File: src/rtl/uart_tx_feeder_if.sv
// Producer-side FIFO port and UART-core handshake for uart_tx_feeder.
// The master modport is the feeder itself; the slave side is the producer plus core.
interface uart_tx_feeder_if #(
  parameter int AW = 4,
  parameter int W  = 8
);
  logic          i_wr_en;
  logic [W-1:0]  i_wr_data;
  logic          o_full;
  logic          o_empty;
  logic [AW:0]   o_count;
  logic          o_overflow;
  logic          o_ack_err;
  logic [W-1:0]  o_uart_data;
  logic          o_uart_we;
  logic          i_uart_busy;

  modport master (
    input  i_wr_en, i_wr_data, i_uart_busy,
    output o_full, o_empty, o_count, o_overflow, o_ack_err, o_uart_data, o_uart_we
  );

  modport slave (
    output i_wr_en, i_wr_data, i_uart_busy,
    input  o_full, o_empty, o_count, o_overflow, o_ack_err, o_uart_data, o_uart_we
  );
endinterface

File: src/rtl/uart_tx_feeder.sv
// Byte FIFO that drains one byte at a time into a UART transmitter core,
// waiting for the core's busy pulse to rise and fall between bytes.
module uart_tx_feeder #(
  parameter int AW     = 4,
  parameter int W      = 8,
  parameter int ACK_TO = 15
) (
  input  logic              i_clk,
  input  logic              i_rst,
  uart_tx_feeder_if.master  bus
);
  localparam int DEPTH = 2 ** AW;
  localparam int TW    = $clog2(ACK_TO + 1);

  typedef enum logic [1:0] {IDLE, STROBE, WAIT_HI, WAIT_LO} state_t;

  state_t          state_reg, state_next;
  logic [W-1:0]    mem [DEPTH];
  logic [AW-1:0]   wr_ptr_reg, rd_ptr_reg;
  logic [AW:0]     count_reg, count_next;
  logic            full_reg, empty_reg;
  logic            overflow_reg;
  logic            ack_err_reg, ack_err_next;
  logic [TW-1:0]   timer_reg, timer_next;
  logic [W-1:0]    data_reg;
  logic            we_reg;
  logic            push, pop;

  // full_reg is the registered flag, so a write while full is dropped even if a pop frees a slot
  assign push = bus.i_wr_en && !full_reg;

  always_comb begin
    state_next   = state_reg;
    timer_next   = timer_reg;
    ack_err_next = ack_err_reg;
    pop          = 1'b0;
    case (state_reg)
      IDLE: begin
        if (!empty_reg && !bus.i_uart_busy) begin
          pop        = 1'b1;
          state_next = STROBE;
        end
      end
      STROBE: begin
        timer_next = '0;
        state_next = WAIT_HI;
      end
      WAIT_HI: begin
        if (bus.i_uart_busy) begin
          state_next = WAIT_LO;
        end else if (timer_reg == TW'(ACK_TO - 1)) begin
          // Core never acknowledged: give up on this byte and move on
          ack_err_next = 1'b1;
          state_next   = IDLE;
        end else begin
          timer_next = timer_reg + 1'b1;
        end
      end
      WAIT_LO: begin
        if (!bus.i_uart_busy) begin
          state_next = IDLE;
        end
      end
      default: state_next = IDLE;
    endcase
  end

  always_comb begin
    count_next = count_reg;
    case ({push, pop})
      2'b10:   count_next = count_reg + 1'b1;
      2'b01:   count_next = count_reg - 1'b1;
      default: count_next = count_reg;
    endcase
  end

  always_ff @(posedge i_clk) begin
    if (push) begin
      mem[wr_ptr_reg] <= bus.i_wr_data;
    end
  end

  always_ff @(posedge i_clk or posedge i_rst) begin
    if (i_rst) begin
      state_reg    <= IDLE;
      timer_reg    <= '0;
      ack_err_reg  <= 1'b0;
      count_reg    <= '0;
      full_reg     <= 1'b0;
      empty_reg    <= 1'b1;
      wr_ptr_reg   <= '0;
      rd_ptr_reg   <= '0;
      overflow_reg <= 1'b0;
      we_reg       <= 1'b0;
      data_reg     <= '0;
    end else begin
      state_reg   <= state_next;
      timer_reg   <= timer_next;
      ack_err_reg <= ack_err_next;
      count_reg   <= count_next;
      full_reg    <= (count_next == (AW+1)'(DEPTH));
      empty_reg   <= (count_next == '0);
      we_reg      <= pop;
      if (push) begin
        wr_ptr_reg <= wr_ptr_reg + 1'b1;
      end
      if (pop) begin
        rd_ptr_reg <= rd_ptr_reg + 1'b1;
        data_reg   <= mem[rd_ptr_reg];
      end
      if (bus.i_wr_en && full_reg) begin
        overflow_reg <= 1'b1;
      end
    end
  end

  assign bus.o_full      = full_reg;
  assign bus.o_empty     = empty_reg;
  assign bus.o_count     = count_reg;
  assign bus.o_overflow  = overflow_reg;
  assign bus.o_ack_err   = ack_err_reg;
  assign bus.o_uart_data = data_reg;
  assign bus.o_uart_we   = we_reg;
endmodule

File: src/flat_wrapper.sv
// flat-port wrapper written by rule: the top's interface ports become plain ports
module uart_tx_feeder_flat 
#(
  parameter int AW     = 4,
  parameter int W      = 8,
  parameter int ACK_TO = 15
)
  (i_clk, i_rst, bus_i_wr_en, bus_i_wr_data, bus_i_uart_busy, bus_o_full, bus_o_empty, bus_o_count, bus_o_overflow, bus_o_ack_err, bus_o_uart_data, bus_o_uart_we);
  uart_tx_feeder_if #(.AW(AW), .W(W)) bus_i ();
  input  logic i_clk;
  input  logic i_rst;
  input wire logic [$bits(bus_i.i_wr_en)-1:0] bus_i_wr_en;
  input wire logic [$bits(bus_i.i_wr_data)-1:0] bus_i_wr_data;
  input wire logic [$bits(bus_i.i_uart_busy)-1:0] bus_i_uart_busy;
  output wire logic [$bits(bus_i.o_full)-1:0] bus_o_full;
  output wire logic [$bits(bus_i.o_empty)-1:0] bus_o_empty;
  output wire logic [$bits(bus_i.o_count)-1:0] bus_o_count;
  output wire logic [$bits(bus_i.o_overflow)-1:0] bus_o_overflow;
  output wire logic [$bits(bus_i.o_ack_err)-1:0] bus_o_ack_err;
  output wire logic [$bits(bus_i.o_uart_data)-1:0] bus_o_uart_data;
  output wire logic [$bits(bus_i.o_uart_we)-1:0] bus_o_uart_we;
  assign bus_i.i_wr_en = bus_i_wr_en;
  assign bus_i.i_wr_data = bus_i_wr_data;
  assign bus_i.i_uart_busy = bus_i_uart_busy;
  assign bus_o_full = bus_i.o_full;
  assign bus_o_empty = bus_i.o_empty;
  assign bus_o_count = bus_i.o_count;
  assign bus_o_overflow = bus_i.o_overflow;
  assign bus_o_ack_err = bus_i.o_ack_err;
  assign bus_o_uart_data = bus_i.o_uart_data;
  assign bus_o_uart_we = bus_i.o_uart_we;
  uart_tx_feeder #(.AW(AW), .W(W), .ACK_TO(ACK_TO)) u_core (.i_clk(i_clk), .i_rst(i_rst), .bus(bus_i));
endmodule
File: config.mk
export PLATFORM = sky130hd
export DESIGN_NAME = uart_tx_feeder_flat
export DESIGN_NICKNAME = d
export VERILOG_FILES = /design/src/rtl/uart_tx_feeder_if.sv /design/src/rtl/uart_tx_feeder.sv /design/src/flat_wrapper.sv
export SDC_FILE = /design/constraint.sdc
export NUM_CORES = 1
export LEC_CHECK = 0
export CORE_UTILIZATION = 49
export CTS_BUF_LIST = sky130_fd_sc_hd__clkbuf_8
export DETAILED_ROUTE_END_ITERATION = 10
export GPL_TIMING_DRIVEN = 1
export PLACE_DENSITY = 0.73
export SLEW_MARGIN = 0
export SYNTH_ARGS = -nofsm -noshare
export SYNTH_HDL_FRONTEND = slang
export SYNTH_SLANG_ARGS = --single-unit
export TNS_END_PERCENT = 100
File: constraint.sdc
create_clock -name i_clk -period 3.64 [get_ports i_clk]
set_clock_uncertainty 0.1 [all_clocks]
set_input_delay 0.728 -clock i_clk [delete_from_list [all_inputs] [get_ports i_clk]]
set_output_delay 0.728 -clock i_clk [all_outputs]
set_load 0.01 [all_outputs]
=== Word-level counts from Yosys, hierarchy flattened ===
Memory sizes are Yosys's and may differ from the RTL's. A register that Yosys moved wholly into a read port is not among the register bits.
Index checks and enable logic that the tools add are counted.

* Memory bits (writable): 128
* Word-level logic and storage cells: 54
* Output and inout port bits: 18
* Memories kept: 1
* Input bits: 12
* Register bits after elaboration: 24

* Reduce and logical (&&, ||, !) cells: 12
* Mux-type cells: 13
* Bitwise operators: 1
* Eq/ne operators: 12
* $add $sub $neg: 5

{| class="wikitable"
|+ Memory list
! name !! words !! bits a word !! read ports !! clocked after Yosys merged registers in !! wr ports !! RTL line !! source
|-
| u_core.mem || 16 || 8 || 1 || 1 || 1 || uart_tx_feeder.sv:18 || <nowiki>logic [W-1:0] mem [DEPTH];</nowiki>
|}

{| class="wikitable"
|+ Operators with widths
! cell !! number
|-
| adder 4 x 1 -> 4 bit, second input constant || 3
|-
| one-hot mux 5 bit (2 select lines) || 1
|-
| AND reduction 3 bit || 3
|-
| two-way mux 2 bit || 4
|-
| two-way mux 4 bit || 2
|-
| one-hot mux 2 bit (4 select lines) || 1
|-
| one-hot mux 4 bit (2 select lines) || 1
|-
| equality test 2 bit, second input constant || 3
|-
| != test 2 bit, second input constant || 3
|-
| adder 5 x 1 -> 5 bit, second input constant || 1
|-
| equality test 5 bit, second input constant || 1
|-
| zero test 5 bit || 1
|-
| subtractor 5 x 1 -> 5 bit, second input constant || 1
|-
| equality test 2 x 1 -> 1 bit, second input constant || 2
|-
| equality test 4 bit, second input constant || 1
|-
| two-way mux 1 bit || 4
|-
| logical AND 1 bit || 3
|-
| zero test 1 bit || 3
|-
| != test 3 x 2 -> 1 bit, second input constant || 1
|-
| zero test 2 bit || 1
|-
| != test 2 x 1 -> 1 bit, second input constant || 1
|-
| nonzero test 2 bit || 1
|-
| inverter 1 bit || 1
|}

=== Depth between registers and ports, before layout ===
* Word-level depth: 7
* Depth in mapped cells: 11
* Gate-level depth less buffers: 10

=== Worst setup path before layout ===
OpenSTA, ideal clock, no wires.

* Path type: input -> register
* Start point: input port bus_i_uart_busy
* End point: register u_core.full_reg (netlist: u_core.bus.o_full)
* Data arrival time: 2.886 ns
* Required time: 3.453 ns
* Stages: 10
* Setup slack: 0.567 ns
* Setup time: 0.087 ns
* Buffers on the path: 3
* Path through: or4_1 buf_6 clkbuf_1 inv_1 ha_1 buf_1 or3b_2 a21oi_1 or4b_4 a211oi_2

* Word-level cells in the longest chain between the ends: 7
* Elaborated cells between the ends (all ways): 8
* Classes of those cells: 3 x eq/ne; 3 x mux; 2 x reduce/logical

{| class="wikitable"
|+ Ends and longest elaborated chain
! element !! RTL line !! source
|-
| start: declaration || flat_wrapper.sv:14 || <nowiki>input wire logic [$bits(bus_i.i_uart_busy)-1:0] bus_i_uart_busy;</nowiki>
|-
| zero test 1 bit * || uart_tx_feeder.sv:39 || <nowiki>if (!empty_reg && !bus.i_uart_busy) begin</nowiki>
|-
| logical AND 1 bit * || uart_tx_feeder.sv:39 ||
|-
| two-way mux 1 bit * || uart_tx_feeder.sv:39 ||
|-
| two-way mux 1 bit * || uart_tx_feeder.sv:37 || <nowiki>case (state_reg)</nowiki>
|-
| equality test 2 x 1 -> 1 bit / equality test 2 bit (equally long branches) || uart_tx_feeder.sv:70 || <nowiki>case ({push, pop})</nowiki>
|-
| one-hot mux 5 bit (2 select lines) * || uart_tx_feeder.sv:70 ||
|-
| equality test 5 bit * || uart_tx_feeder.sv:101 || <nowiki>full_reg <= (count_next == (AW+1)'(DEPTH));</nowiki>
|-
| end signal: assignment || uart_tx_feeder.sv:101 ||
|-
| end: declaration || uart_tx_feeder.sv:21 || <nowiki>logic full_reg, empty_reg;</nowiki>
|}

Every way passes the cells marked *; elsewhere a longest branch is shown, timed or not.
A chain may end at the register's enable or synchronous reset.

=== Worst setup path in the final report ===
* Start point: input port bus_i_uart_busy
* End point: register u_core.empty_reg (netlist: u_core.bus.o_empty)

* Word-level cells in the longest chain between the ends: 7
* Elaborated cells between the ends (all ways): 8
* Classes of those cells: 2 x eq/ne; 3 x mux; 3 x reduce/logical

{| class="wikitable"
|+ Ends and longest elaborated chain
! element !! RTL line !! source
|-
| zero test 1 bit * || uart_tx_feeder.sv:39 ||
|-
| logical AND 1 bit * || uart_tx_feeder.sv:39 ||
|-
| two-way mux 1 bit * || uart_tx_feeder.sv:39 ||
|-
| two-way mux 1 bit * || uart_tx_feeder.sv:37 ||
|-
| equality test 2 x 1 -> 1 bit / equality test 2 bit (equally long branches) || uart_tx_feeder.sv:70 ||
|-
| one-hot mux 5 bit (2 select lines) * || uart_tx_feeder.sv:70 ||
|-
| zero test 5 bit * || uart_tx_feeder.sv:102 || <nowiki>empty_reg <= (count_next == '0);</nowiki>
|-
| end signal: assignment || uart_tx_feeder.sv:102 ||
|-
| end: declaration || uart_tx_feeder.sv:21 ||
|}

Marked as above.

==> results.py <==
metrics = {
    "logic_synthesis": {
        "synth_cells": 362,
        "synth_top_area_frac": 0.588,
        "syn-num-nets": 384,
        "ys.flop_type": "edfxtp_1",
        "post-synth-top-count-cell": "edfxtp_1",
        "post_synth_main_area_contributors": "edfxtp_1 (59%), mux4_2 (14%), dfrtp_1 (12%), nand2_1 (2.2%), ha_1 (1.9%)",
        "synth.cells.most_frequent": "edfxtp_1 (128), mux4_2 (40), nand2_1 (38)",
        "async_flop_share": 0.200,
        "synth_enable_flop_cells": 128,
        "syn_area_um2": 6530,
        "synth_cell_types": 44,
        "synth_top_area_cell": "edfxtp_1",
        "synth_seq_cells": 160,
        "ys_warn_count": 0,
        "synth_area_per_cell_um2": 18.0,
        "seq_area_frac_synth": 0.711,
    },
    "clocking": {
        "cts_resized": 0,
        "post_cts_buffers": 0,
        "clock_sinks": 160,
        "clk_pin_slew_ns": 0.08,
        "cts_max_path_buffers": 2,
        "cts_buffers": 17,
        "cts_hold_buf": 0,
        "cts_tree": "done",
        "clkLatencyLatePin_ns": 0.44,
        "cts-root-buf": "clkbuf_8",
        "htreeDepth": 4,
    },
    "detailed_routing": {
        "totalWireLength_um": 11000,
        "vias_per_cell": 5.44,
        "drt_iter0_drc": 245,
        "wl_per_cell_um": 18.8,
        "via_count": 3179,
        "ant_nets": 0,
        "drc": 0,
        "dr.pass1.iters": 5,
    },
    "critical_path": {
        "start_kind": "primary input",
        "crit_type": "primary input to flop",
        "crit_path_cell_trace": "clkdlybuf4s50_1 -> or4_1 -> buf_4 -> inv_1 -> ha_1 -> nor3b_1 -> o211ai_1 -> o311ai_0 -> o21bai_1 -> and4bb_1",
        "worstPathRequired_ns": 3.92,
        "end_kind": "flop",
        "slowest_stage": "or4_1",
        "ff2ff_path_depth": 9,
        "arrival_ns": 3.44,
        "crit_fanout": 15,
        "max_stage_delay_ns": 0.55,
    },
    "hold_path": {
        "holdPathStages": 1,
        "hold_path_class": "flop to flop",
    },
    "global_route": {
        "antenna_found_initial": 0,
        "gr-total-overflow": 0,
        "grt_usage": 0.175,
        "grt_max_degree": 35,
        "grt_pass1_vias": 3269,
        "grt_pass1_wl_um": 17900,
    },
    "power": {
        "p_leak_nw": 2.60,
        "ir_drop_uv": 434,
        "p_per_area_nw_per_um2": 746,
    },
    "floorplan": {
        "core_um2": 12800,
        "fp-row-count": 41,
        "die_w_um": 117,
        "pin_count": 30,
        "fp.dieH_um": 117,
        "initial_core_util": 0.509,
        "die-area_um2": 13800,
    },
    "sta": {
        "finalSetupTns_ns": 0,
        "setup_viol": 0,
        "period_share": 0.868,
        "rsz0062_at_grt": "false",
        "post-route-min-period_ns": 3.16,
        "finalMaxSlewViolations": 0,
        "final-hold-violation-count": 0,
        "tightest_slew_ns": 0.938,
        "setup_ws_ns": 0.479,
        "max_slew_margin": 0.374,
        "max_freq_mhz": 316,
    },
    "layout": {
        "regArea_um2": 4650,
        "n_antenna_cell": 0,
        "top_register": "u_core.mem",
        "syn_to_final_growth_pct": 13.7,
        "final_nets": 421,
        "fillers": 1003,
        "multiInputGateArea_um2": 1770,
        "largest_register_ffs": 128,
        "drive_gt1_frac": 0.204,
    },
    "placement": {
        "routabilityCongestion": 0.824,
        "place_hpwl_um": 7760,
        "io_buffers": 29,
        "place_ws_ns": 0.108,
    },
    "run": {
        "maxCapViolCount": 0,
    },
    "status": {
        "status": "finished clean",
    },
}
==> layout make-up <==
class,count,share of cell area
well taps,172,0.0290
clock inverters,15,0.0224
inverters,9,0.00522
flip-flops and latches,160,0.626
repair buffers,36,0.0478
clock buffers,17,0.0315
multi-input cells,175,0.238
==> power by group <==
part           leakage (nW)  switching [mW]  internal (mW)
Combinational         0.839           0.799          0.907
Clock                 0.205           0.626          0.675
Sequential             1.55           0.262           2.28
==> cell usage in the layout, fill, tap and decap left out, drive strengths merged, types with 4 or more instances in the layout <==
master	Yosys	layout
a21o	4	4
ha	10	10
nor2	6	6
xnor2	8	8
clkbuf	11	17
clkinv	1	5
nand4	4	4
dfrtp	31	31
o21ai	5	5
mux4	40	40
nand3	5	5
a21oi	5	5
clkdlybuf4s50	0	29
nand2	38	38
edfxtp	128	128
buf	7	7
and2	16	16
inv	8	14
==> stage by stage <==
step	util	power, mW	hold slack (ns)	cells	cell area [um^2]
5_1_grt	0.579	5.85	0.414	584	7430
4_1_cts	0.579	5.60	0.393	584	7430
3_3_place_gp	0.548	4.25	0.339	552	7030
2_1_floorplan	-	3.72	0.393	362	6530
3_5_place_dp	0.548	4.31	0.367	552	7030
6_report	0.579	5.54	0.386	584	7430
==> critical path, delay by kind of cell <==
| family | cells | cell delay, ns |
|---|---|---|
| and+or+nand+nor | 3 | 1.20 |
| buffers and inverters | 3 | 0.73 |
| AOI/OAI and AO/OA | 3 | 0.43 |
| adders and majority gates | 1 | 0.34 |
==> path summary, 6_finish.rpt <==
path / from / to / slack [ns]
max in group asynchronous: i_rst / u_core.timer_reg[2]$_DFFE_PP0P_ / 2.09
hold reg to reg: u_core.bus.o_ack_err$_DFFE_PP0P_ / u_core.bus.o_ack_err$_DFFE_PP0P_ / 0.39
setup / recovery: bus_i_uart_busy / u_core.bus.o_empty$_DFF_PP1_ / 0.48
setup reg to reg: u_core.state_reg[0]$_DFFE_PP0P_ / u_core.bus.o_empty$_DFF_PP1_ / 0.71
hold / removal: u_core.bus.o_ack_err$_DFFE_PP0P_ / u_core.bus.o_ack_err$_DFFE_PP0P_ / 0.39
min in group asynchronous: i_rst / u_core.bus.o_uart_we$_DFF_PP0_ / 0.70
==> cell families (layout without fill, tap and decap cells) <==
kind of cell,Yosys count,in the layout,share of synthesized area
AOI/OAI and AO/OA,28,28,0.0314
xor gates and xnor gates,10,10,0.0134
adders and majority gates,10,10,0.0191
buffers and inverters,27,77,0.0180
DFF,160,160,0.711
muxes,41,41,0.140
and+or+nand+nor,86,86,0.0674
==> per-layer routing <==
metal  up-vias  global-route usage  share of wire
met5         -                   0              0
met4         0              0.0721          0.015
met3        15              0.0354          0.034
met2        65               0.282           0.51
met1      1617               0.235           0.44
li1       1482                   -              -
No activity file was read; power rests on OpenSTA's default activity.
